==> src/rtl/stage_pkg.sv <==
// Shared defaults and sizing helpers for the elastic buffer and its storage.
package stage_pkg;

  localparam int DATA_WIDTH_DEF = 36;
  localparam int DEPTH_DEF      = 4;

  // Width of an occupancy counter that must represent 0..depth inclusive.
  function automatic int level_width(input int depth);
    return $clog2(depth + 1);
  endfunction

endpackage

==> src/rtl/buffer_ram.sv <==
// DEPTH x DATA_WIDTH storage: one synchronous write port, one asynchronous read port.
module buffer_ram
  import stage_pkg::*;
#(
  parameter int DATA_WIDTH = DATA_WIDTH_DEF,
  parameter int DEPTH      = DEPTH_DEF,
  localparam int AW        = $clog2(DEPTH)
) (
  input  logic                  clk,
  input  logic                  we,
  input  logic [AW-1:0]         waddr,
  input  logic [DATA_WIDTH-1:0] wdata,
  input  logic [AW-1:0]         raddr,
  output logic [DATA_WIDTH-1:0] rdata
);

  logic [DATA_WIDTH-1:0] mem [DEPTH];

  always_ff @(posedge clk) begin
    if (we) mem[waddr] <= wdata;
  end

  assign rdata = mem[raddr];

endmodule

==> src/rtl/elastic_buffer.sv <==
// First-word fall-through FIFO with registered head, registered flags and flush.
// Handshake: a word moves on a rising edge when valid && ready; ready never depends on valid.
module elastic_buffer
  import stage_pkg::*;
#(
  parameter int DATA_WIDTH = DATA_WIDTH_DEF,
  parameter int DEPTH      = DEPTH_DEF
) (
  input  logic                          clk,
  input  logic                          rst,
  input  logic                          flush,
  input  logic                          in_valid,
  output logic                          in_ready,
  input  logic [DATA_WIDTH-1:0]         data_in,
  output logic                          out_valid,
  input  logic                          out_ready,
  output logic [DATA_WIDTH-1:0]         data_out,
  output logic [level_width(DEPTH)-1:0] level
);

  localparam int AW = $clog2(DEPTH);
  localparam int LW = level_width(DEPTH);

  logic [AW-1:0]         rd_ptr, wr_ptr, rd_nx, wr_nx;
  logic [LW-1:0]         level_nx;
  logic                  push, pop, head_load;
  logic [DATA_WIDTH-1:0] ram_rdata, head_data;

  assign push = in_valid && in_ready;
  assign pop  = out_valid && out_ready;

  always_comb begin
    rd_nx    = rd_ptr + AW'(pop);
    wr_nx    = wr_ptr + AW'(push);
    level_nx = level;
    case ({push, pop})
      2'b10:   level_nx = level + LW'(1);
      2'b01:   level_nx = level - LW'(1);
      default: level_nx = level;
    endcase
    // Head changes when the old head leaves or the first word lands in an empty buffer.
    head_load = (level_nx != '0) && (pop || (level == '0));
    // The new head may be the word being written this very edge (empty, or one entry streaming).
    head_data = (push && (wr_ptr == rd_nx)) ? data_in : ram_rdata;
  end

  buffer_ram #(
    .DATA_WIDTH (DATA_WIDTH),
    .DEPTH      (DEPTH)
  ) u_ram (
    .clk   (clk),
    .we    (push && rst && !flush),
    .waddr (wr_ptr),
    .wdata (data_in),
    .raddr (rd_nx),
    .rdata (ram_rdata)
  );

  always_ff @(posedge clk) begin
    if (!rst) begin
      rd_ptr    <= '0;
      wr_ptr    <= '0;
      level     <= '0;
      out_valid <= 1'b0;
      in_ready  <= 1'b1;
      data_out  <= '0;
    end else if (flush) begin
      rd_ptr    <= '0;
      wr_ptr    <= '0;
      level     <= '0;
      out_valid <= 1'b0;
      in_ready  <= 1'b1;
    end else begin
      rd_ptr    <= rd_nx;
      wr_ptr    <= wr_nx;
      level     <= level_nx;
      out_valid <= (level_nx != '0);
      in_ready  <= (level_nx != LW'(DEPTH));
      if (head_load) data_out <= head_data;
    end
  end

endmodule
==> config.mk <==
export PLATFORM = sky130hd
export DESIGN_NAME = elastic_buffer
export DESIGN_NICKNAME = d
export VERILOG_FILES = /design/src/rtl/stage_pkg.sv /design/src/rtl/buffer_ram.sv /design/src/rtl/elastic_buffer.sv
export SDC_FILE = /design/constraint.sdc
export NUM_CORES = 1
export LEC_CHECK = 0
export CAP_MARGIN = 40
export CORE_MARGIN = 2
export CORE_UTILIZATION = 25
export DETAILED_ROUTE_END_ITERATION = 10
export SLEW_MARGIN = 20
export SYNTH_ARGS = -nofsm -noshare
export SYNTH_HDL_FRONTEND = slang
export SYNTH_SLANG_ARGS = --single-unit
==> constraint.sdc <==
create_clock -name clk -period 4.6 [get_ports clk]
set_input_delay 0.92 -clock clk [delete_from_list [all_inputs] [get_ports clk]]
set_output_delay 0.92 -clock clk [all_outputs]
set_load 0.1 [all_outputs]
Word-level counts from Yosys, hierarchy flattened

Memories as Yosys holds them, arrays and structs flattened. A register that Yosys moved wholly into a read port is not among the register bits.
Cells that the tools add are included.

Bits in registers: 9
Bits in writable memories: 144
Output and inout port bits: 41
Logic and storage cells: 30
Memories: 1

Add/sub/neg operators: 4
Equality and inequality tests: 3
Multiplexer cells: 3
Bitwise operators: 2
Reduce and logical (&&, ||, !) cells: 12

Memories:

| name      | depth | bits a word | read ports | clocked after Yosys merged registers in | write ports | line             | text |
|---|---|---|---|---|---|---|---|
| u_ram.mem | 4     | 36          | 1          | 1                                       | 1           | buffer_ram.sv:17 | `logic [DATA_WIDTH-1:0] mem [DEPTH];` |

Operator list:

| operator              | count |
|---|---|
| $pmux W3 S2           | 1 |
| $logic_and A1 B1 Y1   | 5 |
| $add A2 B1 Y2         | 2 |
| $add A3 B1 Y3 const B | 1 |
| $logic_not A3 Y1      | 1 |
| $ne A3 B3 Y1 const B  | 1 |
| $reduce_bool A3 Y1    | 1 |
| $sub A3 B1 Y3 const B | 1 |
| $eq A2 B1 Y1 const B  | 1 |
| $eq A2 B2 Y1 const B  | 1 |
| $logic_not A1 Y1      | 2 |
| $mux W1               | 2 |
| $not A1 Y1            | 2 |
| $reduce_and A2 Y1     | 1 |
| $reduce_or A2 Y1      | 1 |
| $logic_or A1 B1 Y1    | 1 |

Depth between registers and ports, before layout

Gate-level depths: netlist of run 1.

Depth in word-level cells: 6
Mapped depth: 10
Depth with buffers taken out: 8

By module

Synthesis of run 1 repeated with hierarchy kept, for this count alone.

Cells, all modules: 406
Area, all modules: 7583.5 um^2

Modules (own cells, without submodules):

| module         | times used | cells each | area each (um^2) | seq. area each (um^2) |
|---|---|---|---|---|
| buffer_ram     | 1          | 192        | 5280.1           | 4324.1 |
| elastic_buffer | 1          | 214        | 2303.5           | 900.9 |

Worst setup path after synthesis of run 1

OpenSTA, ideal clock, no wires.

Kind: reg2reg
Start point: reg in_ready
End point: mem u_ram.mem[1][0] (netlist bit), enable pin
Library setup time: 482 ps
Arrival: 3952 ps
Data required time: 4118 ps
Slack: 166 ps
Stages on the path, launching flop included: 3
Path buffers: 0
Path through: dfxtp_1 -> nand4b_1 -> nor3b_1

Longest elaborated chain between the ends: 5

RTL lines:

| what                              | line                 | text |
|---|---|---|
| start, declared                   | elastic_buffer.sv:13 | `output logic in_ready,` |
| start signal, assigned            | elastic_buffer.sv:78 | `in_ready <= (level_nx != LW'(DEPTH));` |
| $logic_and A1 B1 Y1               | elastic_buffer.sv:29 | `assign push = in_valid && in_ready;` |
| $logic_and A1 B1 Y1 (2 in series) | elastic_buffer.sv:52 | `.we (push && rst && !flush),` |
| $mux W1                           | buffer_ram.sv:20     | `if (we) mem[waddr] <= wdata;` |
| $mux W1 (implied by the code)     | buffer_ram.sv:20     |  |
| end, declared                     | buffer_ram.sv:17     |  |

No other way between the ends.

Final worst setup path of run 1

Start point: in out_ready
End point: reg data_out[24], read port of u_ram.mem

Longest elaborated chain between the ends: 6

RTL lines:

| what                                                | line                 | text |
|---|---|---|
| start, declared                                     | elastic_buffer.sv:16 | `input logic out_ready,` |
| $logic_and A1 B1 Y1 *                               | elastic_buffer.sv:30 | `assign pop = out_valid && out_ready;` |
| $eq A2 B1 Y1 / $eq A2 B2 Y1 (equally long branches) | elastic_buffer.sv:36 | `case ({push, pop})` |
| $pmux W3 S2                                         | elastic_buffer.sv:36 |  |
| $reduce_bool A3 Y1                                  | elastic_buffer.sv:42 | `head_load = (level_nx != '0) && (pop \|\| (level == '0));` |
| $logic_and A1 B1 Y1                                 | elastic_buffer.sv:42 |  |
| $reduce_and A2 Y1 (no source line)                  | -                    |  |
| end, declared                                       | elastic_buffer.sv:17 | `output logic [DATA_WIDTH-1:0] data_out,` |

Mark *: on every way between the ends. The rest lies on a longest branch, timed or not.
A chain may end at the register's enable or synchronous reset.

==> impl_metrics.tcl, run 1 <==
set metrics [dict create \
    clk_path_buf_depth 2 \
    crit_path_start_kind "input pin" \
    clkTransAtPathRegs_ns 0.07 \
    timing_hold_violations_final 0 \
    port_buffers 81 \
    slew_headroom_pct 49.5 \
    worst-path-buf-inv 3 \
    crit_slowest_cell "or4_4" \
    via_per_inst 4.48 \
    post_cts_buffers 0 \
    yosysSeqAreaShare_pct 68.9 \
    min_period_ns 3.35 \
    ant_nets 0 \
    synth_ff_type "edfxtp_1" \
    fin_crit_sh_pct 72.9 \
    regArea_mm2 0.00523 \
    start_util_pct 25.5 \
    yosysMostFrequentCell "edfxtp_1" \
    setup_violations 0 \
    async_flop_share_pct 0 \
    cts-resized-gates 0 \
    nFillCells 2855 \
    grt_pass1_vias 4533 \
    rsz0062_at_grt "false" \
    use_met1_pct 14.7 \
    fmax_mhz 298 \
    grt_start_max_net_pins 38 \
    hpwl_um 11200 \
    p_leak_nw 3.33 \
    use_met2_pct 19.8 \
    path_class "input pin to register" \
    layout-drive-gt1-share_pct 29.1 \
    ios 82 \
    cts_buffers 17 \
    cts_tree "yes" \
    dieArea_mm2 0.0318 \
    gp_congestion 0.746 \
    cp_cell_sequence "clkdlybuf4s50_1 > and2_1 > ha_1 > or4_4 > a21oi_4 > buf_4 > and2_2 > buf_4 > a311oi_2" \
    synth_warnings 0 \
    coreArea_mm2 0.0298 \
    drtIter0Drc 273 \
    critical_path.max_stage_delay_ns 0.59 \
    cap_violations 0 \
    status "finished clean" \
    mappedNetlistArea_mm2 0.00759 \
    grt.total_usage_pct 11.8 \
    routed-via-count 4414 \
    fin_util_pct 34.6 \
    required_ns 4.89 \
    grt.overflow.total 0 \
    ys_top_cells_by_area "edfxtp_1 (57%), dfxtp_1 (12%), mux4_2 (11%)" \
    finalSetupTns_ns 0 \
    clock_sinks 189 \
    synth_top_area_share_pct 57.0 \
    multiInputGateArea_mm2 0.00223 \
    cts_root_buffer "clkbuf_16" \
    power_density_mw_per_mm2 393 \
    critical_path.max_fanout 20 \
    tightest_slew_ns 0.756 \
    die_h_um 178 \
    hp-class "register to register" \
    clock_skew_ns 0.00907 \
    yosysTopAreaCell "edfxtp_1" \
    holdBufCountCts 0 \
    area_delta_synth_final_pct 35.8 \
    wl_um 18000 \
    clk_latency_ns 0.43 \
    synth_edf_count 144 \
    die-width_um 178 \
    route.detailed.wl_per_inst_um 18.2 \
    grt_antenna_before_repair 1 \
    grt_use_met3_pct 3.39 \
    drcViolationCount 0 \
    first_pass_iters 4 \
    final_nets 627 \
    netlist_instances 452 \
    yosys_register_bits 189 \
    grt_pass1_wl_um 27400 \
    report.final.slew_viol_count 0 \
    cpLargestDelayFamily "buffers and inverters" \
    synthDistinctLibCells 35 \
    num_rows 63 \
    h-tree-depth 4 \
    synth_nets 497 \
    cp-end-kind "register" \
    grt_busiest_layer "met2" \
    synthTopCellsByCount "edfxtp_1 (144), dfxtp_1 (45), nand2_1 (40), a21oi_1 (38)" \
    ir_drop_mv 0.263 \
    arrival_ns 3.64 \
    syn_avg_cell_area_um2 16.8 \
    crit_top_cell "buf_4" \
]
tightest hold or removal path: cells and delay by family, from the launching register on:
| family | cells | cell delay (ns) |
|---|---|---|
| AO/OA/AOI/OAI | 2 | 0.16 |
| flip-flops | 1 | 0.31 |
worst paths after layout:
kind,from,to,slack (ns),cells after the start
hold / removal,data_out[9]$_SDFFE_PN0P_,data_out[9]$_SDFFE_PN0P_,0.52,2
setup reg to reg,out_valid$_SDFF_PP0_,data_out[24]$_SDFFE_PN0P_,1.82,8
hold reg to reg,data_out[9]$_SDFFE_PN0P_,data_out[9]$_SDFFE_PN0P_,0.52,2
setup / recovery,out_ready,data_out[24]$_SDFFE_PN0P_,1.25,9
routing by layer:
layer	wire (um)	vias up	share of wire [%]
li1	-	2063	-
met5	0	-	0
met3	981	17	5.5
met4	202	0	1.1
met2	8990	100	50
met1	7770	2234	43
cells in the final DEF (no fill, tap or decap), drive strengths merged, types with 19 or more instances in the layout:
| cell type | Yosys | routed |
|---|---|---|
| a21oi | 39 | 39 |
| a311oi | 36 | 36 |
| buf | 16 | 61 |
| clkbuf | 15 | 19 |
| clkdlybuf4s50 | 0 | 81 |
| dfxtp | 45 | 45 |
| edfxtp | 144 | 144 |
| mux4 | 36 | 36 |
| nand2 | 40 | 40 |
| nand3 | 36 | 36 |
logic make-up (layout without fill, tap and decap cells):
family | after synthesis | in the layout | share of synthesized area (%)
DFF | 189 | 189 | 68.9
other | 0 | 1 | 0
xor gates and xnor gates | 7 | 7 | 1.27
buffers and inverters | 36 | 179 | 2.41
adders and majority gates | 4 | 4 | 0.759
and+or+nand+nor | 102 | 102 | 6.43
AOI/OAI and AO/OA | 78 | 78 | 9.60
muxes | 36 | 36 | 10.7
final cells by class:
| cell class | count | area share (%) |
|---|---|---|
| multi-input cells | 227 | 21.7 |
| clock buffers | 19 | 4.40 |
| diodes | 1 | 0.0243 |
| well taps | 390 | 4.74 |
| clock inverters | 13 | 1.25 |
| inverters | 5 | 0.182 |
| repair buffers | 142 | 17.0 |
| flip-flops and latches | 189 | 50.7 |
metrics by stage:
| step | std cells | instance area [um2] | total power [W] | setup WS (ns) | hold WS [ns] |
|---|---|---|---|---|---|
| finish | 986 | 10300 | 0.00405 | 1.25 | 0.518 |
| global route | 985 | 10300 | 0.00420 | 1.13 | 0.544 |
| CTS | 984 | 10300 | 0.00409 | 1.25 | 0.526 |
| detailed placement | 952 | 9690 | 0.00265 | 0.782 | 0.517 |
| global placement | 910 | 8920 | 0.00252 | 0.838 | 0.515 |
| floorplan | 452 | 7590 | 0.00235 | 0.166 | 0.559 |
where the power goes:
part	total [W]	switching [W]	internal, W	leakage, nW
Combinational	0.000700	0.000419	0.000282	1.38
Sequential	0.00191	0.0000283	0.00188	1.67
Clock	0.00144	0.000657	0.000787	0.284
Total	0.00405	0.00110	0.00295	3.33
registers in the layout (all words and copies together) (netlist names):
name	count
wr_ptr	2
out_valid	1
in_ready	1
data_out	36
u_ram.mem	144
level	3
rd_ptr	2
No activity file was read; power rests on OpenSTA's default activity.
==> inputs of run 2 (changes only) <==
- clock period: 4.6 -> 3.3 ns (I/O delays scaled with it)
==> impl_metrics.tcl, run 2 (synthesis results as in run 1) <==
set metrics [dict create \
    p_leak_nw 3.09 \
    layout_common_cells "edfxtp_1 (144), buf_4 (61), dfxtp_1 (45)" \
    reg2reg_from "out_valid$_SDFF_PP0_" \
    die_h_um 178 \
    h-tree-depth 4 \
    grt.overflow.total 0 \
    cp-end-kind "register" \
    tightest_slew_ns 0.699 \
    cts_root_buffer "clkbuf_16" \
    grt_busiest_layer "met2" \
    finalPower_w 0.00544 \
    setup_violations 0 \
    critical_path.max_fanout 16 \
    cap_violations 0 \
    power_density_mw_per_mm2 568 \
    crit_path_start_kind "input pin" \
    arrival_ns 3.27 \
    grt_pass1_wl_um 27000 \
    fin_crit_sh_pct 88.9 \
    routed-via-count 4315 \
    status "finished clean" \
    use_met2_pct 20.4 \
    cts-resized-gates 0 \
    largestRegisters "u_ram.mem (144), data_out (36), level (3)" \
    min_period_ns 2.93 \
    report.final.slew_viol_count 0 \
    drcViolationCount 0 \
    grt_start_max_net_pins 37 \
    path_class "input pin to register" \
    clk_path_buf_depth 2 \
    clkTransAtPathRegs_ns 0.07 \
    timing_hold_violations_final 0 \
    cts_tree "yes" \
    coreArea_mm2 0.0298 \
    ios 82 \
    holdBufCountCts 0 \
    nFillCells 2916 \
    r2r_cells 9 \
    via_per_inst 4.52 \
    fin_cells 954 \
    place_inst 920 \
    fmax_mhz 341 \
    port_buffers 81 \
    hpwl_um 11400 \
    rsz0062_at_grt "false" \
    ant_nets 0 \
    mostFrequentLayoutCell "edfxtp_1" \
    die-width_um 178 \
    wl_um 17900 \
    first_pass_iters 4 \
    clock_sinks 189 \
    hold_start "data_out[9]$_SDFFE_PN0P_" \
    clk_latency_ns 0.43 \
    top_register "u_ram.mem" \
    grt.total_usage_pct 11.6 \
    required_ns 3.63 \
    use_met1_pct 13.3 \
    clock_skew_ns 0.0148 \
    drtIter0Drc 278 \
    hold-path-endpoint "data_out[9]$_SDFFE_PN0P_" \
    post_cts_buffers 0 \
    slew_headroom_pct 53.4 \
    r2r-end "data_out[16]$_SDFFE_PN0P_" \
    hp-class "register to register" \
    start_util_pct 25.5 \
    pre_cts_slack_ns -0.0515 \
    route.detailed.wl_per_inst_um 18.7 \
    grt_use_met3_pct 3.60 \
    area_delta_synth_final_pct 26.2 \
    num_rows 63 \
    gp_congestion 0.709 \
    r2r_slack_ns 0.69 \
    layout-drive-gt1-share_pct 31.9 \
    ir_drop_mv 0.361 \
    min_path_cells 2 \
    cts_buffers 17 \
    grt_antenna_before_repair 2 \
    grt_pass1_vias 4431 \
    dieArea_mm2 0.0318 \
    final_nets 594 \
    layout_setup_ws_ns 0.367 \
    largest_reg_flops 144 \
]
## run 2: changes by cell type in the layout (fill, tap and decap cells not counted), sizes merged
cell,previous run,this run
clkdlybuf4s50,81,40
diode,1,2
buf,61,69
clkinv,5,4
bufinv,1,0
clkbuf,19,21
## run 2: layout make-up
cell class              count  area, um2  area share, %
diodes                      2       5.00         0.0523
clock buffers              21        472           4.93
clock inverters            11        100           1.05
inverters                   5       18.8          0.196
multi-input cells         227       2250           23.5
flip-flops and latches    189       5230           54.6
well taps                 390        488           5.10
repair buffers            109       1020           10.6
## run 2: per-stage QoR
step	hold slack [ns]	setup TNS (ns)	utilization (%)	instance area, um2
global placement	0.511	0	30.2	9000
global route	0.538	0	32.1	9570
floorplan	0.580	0	-	7600
finish	0.515	0	32.1	9570
CTS	0.521	0	32.1	9570
detailed placement	0.513	-0.294	30.2	9000
## run 2: power by group
group | internal, W | switching [W]
sequential | 0.00262 | 0.0000423
combinational | 0.000247 | 0.000552
clock | 0.00105 | 0.000922
## run 2: how the worst max path moves through the flow
stage / start / endpoint / slack, ns / cells after the start
after floorplan: in_ready$_SDFF_PP1_ / u_ram.mem[1][0]$_DFFE_PP_ / 0.07 / 2
after global placement: out_ready / data_out[8]$_SDFFE_PN0P_ / 0.006 / 10
after detailed placement: out_ready / data_out[16]$_SDFFE_PN0P_ / -0.05 / 10
after CTS: out_ready / data_out[16]$_SDFFE_PN0P_ / 0.39 / 10
after global routing: out_ready / data_out[16]$_SDFFE_PN0P_ / 0.27 / 10
final: out_ready / data_out[16]$_SDFFE_PN0P_ / 0.37 / 10
## run 2: layer usage
layer	part of all wire (%)	routed length [um]
met1	41	7280
met2	52	9330
met3	5.6	1000
met4	1.5	270
met5	0	0
## run 2: worst max-delay path, cell delays in order
cell             delay (ns)
clkdlybuf4s50_1        0.47
and2_1                 0.14
ha_1                   0.16
inv_1                  0.05
fa_1                   0.51
nand2_1                0.09
or3_2                  0.49
and2_2                 0.27
buf_12                 0.18
a311oi_2               0.23
==> inputs of run 3 (changes only) <==
- SLEW_MARGIN: 20 -> default
- clock period: 3.3 -> 3.05 ns (I/O delays scaled with it)
==> impl_metrics.tcl, run 3 (synthesis results as in run 1) <==
set metrics [dict create \
    status "finished clean" \
    route.detailed.wl_per_inst_um 18.4 \
    switching_share_pct 25.5 \
    port_buffers 81 \
    p_int_w 0.00466 \
    grt.overflow.total 0 \
    area_delta_synth_final_pct 29.1 \
    cts-resized-gates 0 \
    dieArea_mm2 0.0318 \
    path_class "input pin to register" \
    drtIter0Drc 397 \
    grt_pass1_wl_um 26900 \
    multiInputGateArea_mm2 0.00225 \
    fin_crit_sh_pct 92.5 \
    die_h_um 178 \
    r2r-end "data_out[22]$_SDFFE_PN0P_" \
    final_nets 600 \
    ir_drop_mv 0.452 \
    h-tree-depth 4 \
    via_per_inst 4.50 \
    cap_violations 0 \
    required_ns 3.38 \
    critical_path.max_fanout 26 \
    num_rows 63 \
    clk_latency_ns 0.43 \
    start_util_pct 25.5 \
    slew_headroom_pct 67.5 \
    routed-via-count 4324 \
    clock_sinks 189 \
    fin_util_pct 32.9 \
    layout_common_cells "edfxtp_1 (144), buf_4 (61), dfxtp_1 (44)" \
    ant_nets 0 \
    min_path_cells 2 \
    clk_path_buf_depth 2 \
    holdBufCountCts 0 \
    hp-class "register to register" \
    grt_start_max_net_pins 38 \
    die-width_um 178 \
    clock_skew_ns 0.0147 \
    min_period_ns 2.82 \
    reg2reg_from "out_valid$_SDFF_PP0_" \
    coreArea_mm2 0.0298 \
    rsz0062_at_grt "false" \
    cp-end-kind "register" \
    seq_power_share_pct 46.1 \
    regArea_mm2 0.00523 \
    comb_power_share_pct 14.1 \
    gp_congestion 0.747 \
    r2r_slack_ns 0.54 \
    tightest_slew_ns 0.488 \
    drcViolationCount 0 \
    fmax_mhz 355 \
    grt.total_usage_pct 11.6 \
    largestRegisters "u_ram.mem (144), data_out (36), level (3)" \
    p_leak_nw 3.20 \
    power_density_mw_per_mm2 638 \
    p_sw_w 0.00159 \
    cts_buffers 17 \
    report.final.slew_viol_count 0 \
    layout-drive-gt1-share_pct 32.6 \
    wl_um 17700 \
    cts_root_buffer "clkbuf_16" \
    arrival_ns 3.15 \
    hold_ws_ns 0.523 \
    hpwl_um 11300 \
    mostFrequentLayoutCell "edfxtp_1" \
    crit_path_start_kind "input pin" \
    clkPwrFrac_pct 39.8 \
    cts_tree "yes" \
    grt_antenna_before_repair 3 \
    grt_pass1_vias 4474 \
    largest_reg_flops 144 \
    post_cts_buffers 0 \
    setup_violations 0 \
    finalSetupTns_ns 0 \
    first_pass_iters 4 \
    nFillCells 2928 \
    hold-path-endpoint "data_out[11]$_SDFFE_PN0P_" \
    r2r_cells 9 \
    timing_hold_violations_final 0 \
    top_register "u_ram.mem" \
    ios 82 \
    clkTransAtPathRegs_ns 0.07 \
    hold_start "data_out[11]$_SDFFE_PN0P_" \
]
[run 3: stage by stage]
step	setup WS, ns	instance area, um2	std cells	power [W]
after floorplan	-0.176	7600	452	0.00354
after global placement	-0.156	9120	926	0.00382
after detailed placement	-0.219	9120	926	0.00383
after CTS	0.239	9780	957	0.00632
after global routing	0.114	9790	958	0.00644
final	0.230	9790	961	0.00625
[run 3: metal layers]
metal | GRT usage, % | vias up | part of all wire (%)
met4 | 4.47 | 0 | 2.1
li1 | - | 2021 | -
met5 | 0 | - | 0
met1 | 14.0 | 2190 | 42
met3 | 3.56 | 18 | 6.1
met2 | 19.4 | 95 | 49
[run 3: layout make-up]
| type | count | share of cell area, % |
|---|---|---|
| Multi-Input combinational cell | 227 | 22.9 |
| Tap cell | 390 | 4.98 |
| Clock buffer | 18 | 4.38 |
| Sequential cell | 189 | 53.4 |
| Antenna cell | 4 | 0.102 |
| Inverter | 5 | 0.192 |
| Clock inverter | 13 | 2.40 |
| Timing Repair Buffer | 115 | 11.6 |
[run 3: power groups by stage]
stage / clock network (W) / registers (W) / logic (W)
after floorplan: 0 / 0.00327 / 0.000278
after global placement: 0 / 0.00294 / 0.000882
after detailed placement: 0 / 0.00294 / 0.000890
after CTS: 0.00254 / 0.00288 / 0.000890
after global routing: 0.00262 / 0.00289 / 0.000929
final: 0.00249 / 0.00288 / 0.000879
[run 3: how the worst max path moves through the flow]
stage | depth (start not counted) | slack [ns] | from | end
finish | 10 | 0.23 | out_ready | data_out[22]$_SDFFE_PN0P_
global route | 10 | 0.11 | out_ready | data_out[27]$_SDFFE_PN0P_
CTS | 10 | 0.24 | out_ready | data_out[22]$_SDFFE_PN0P_
detailed placement | 10 | -0.22 | out_ready | data_out[22]$_SDFFE_PN0P_
global placement | 10 | -0.16 | out_ready | data_out[8]$_SDFFE_PN0P_
floorplan | 2 | -0.18 | in_ready$_SDFF_PP1_ | u_ram.mem[1][0]$_DFFE_PP_
[run 3: worst max-delay path: stages]
cell and delay, ns:
clkdlybuf4s50_1 0.47, and2_1 0.15, ha_1 0.17, inv_1 0.05, fa_1 0.49, nand2_1 0.07
or3_2 0.47, and2_2 0.23, buf_12 0.18, a311oi_2 0.22
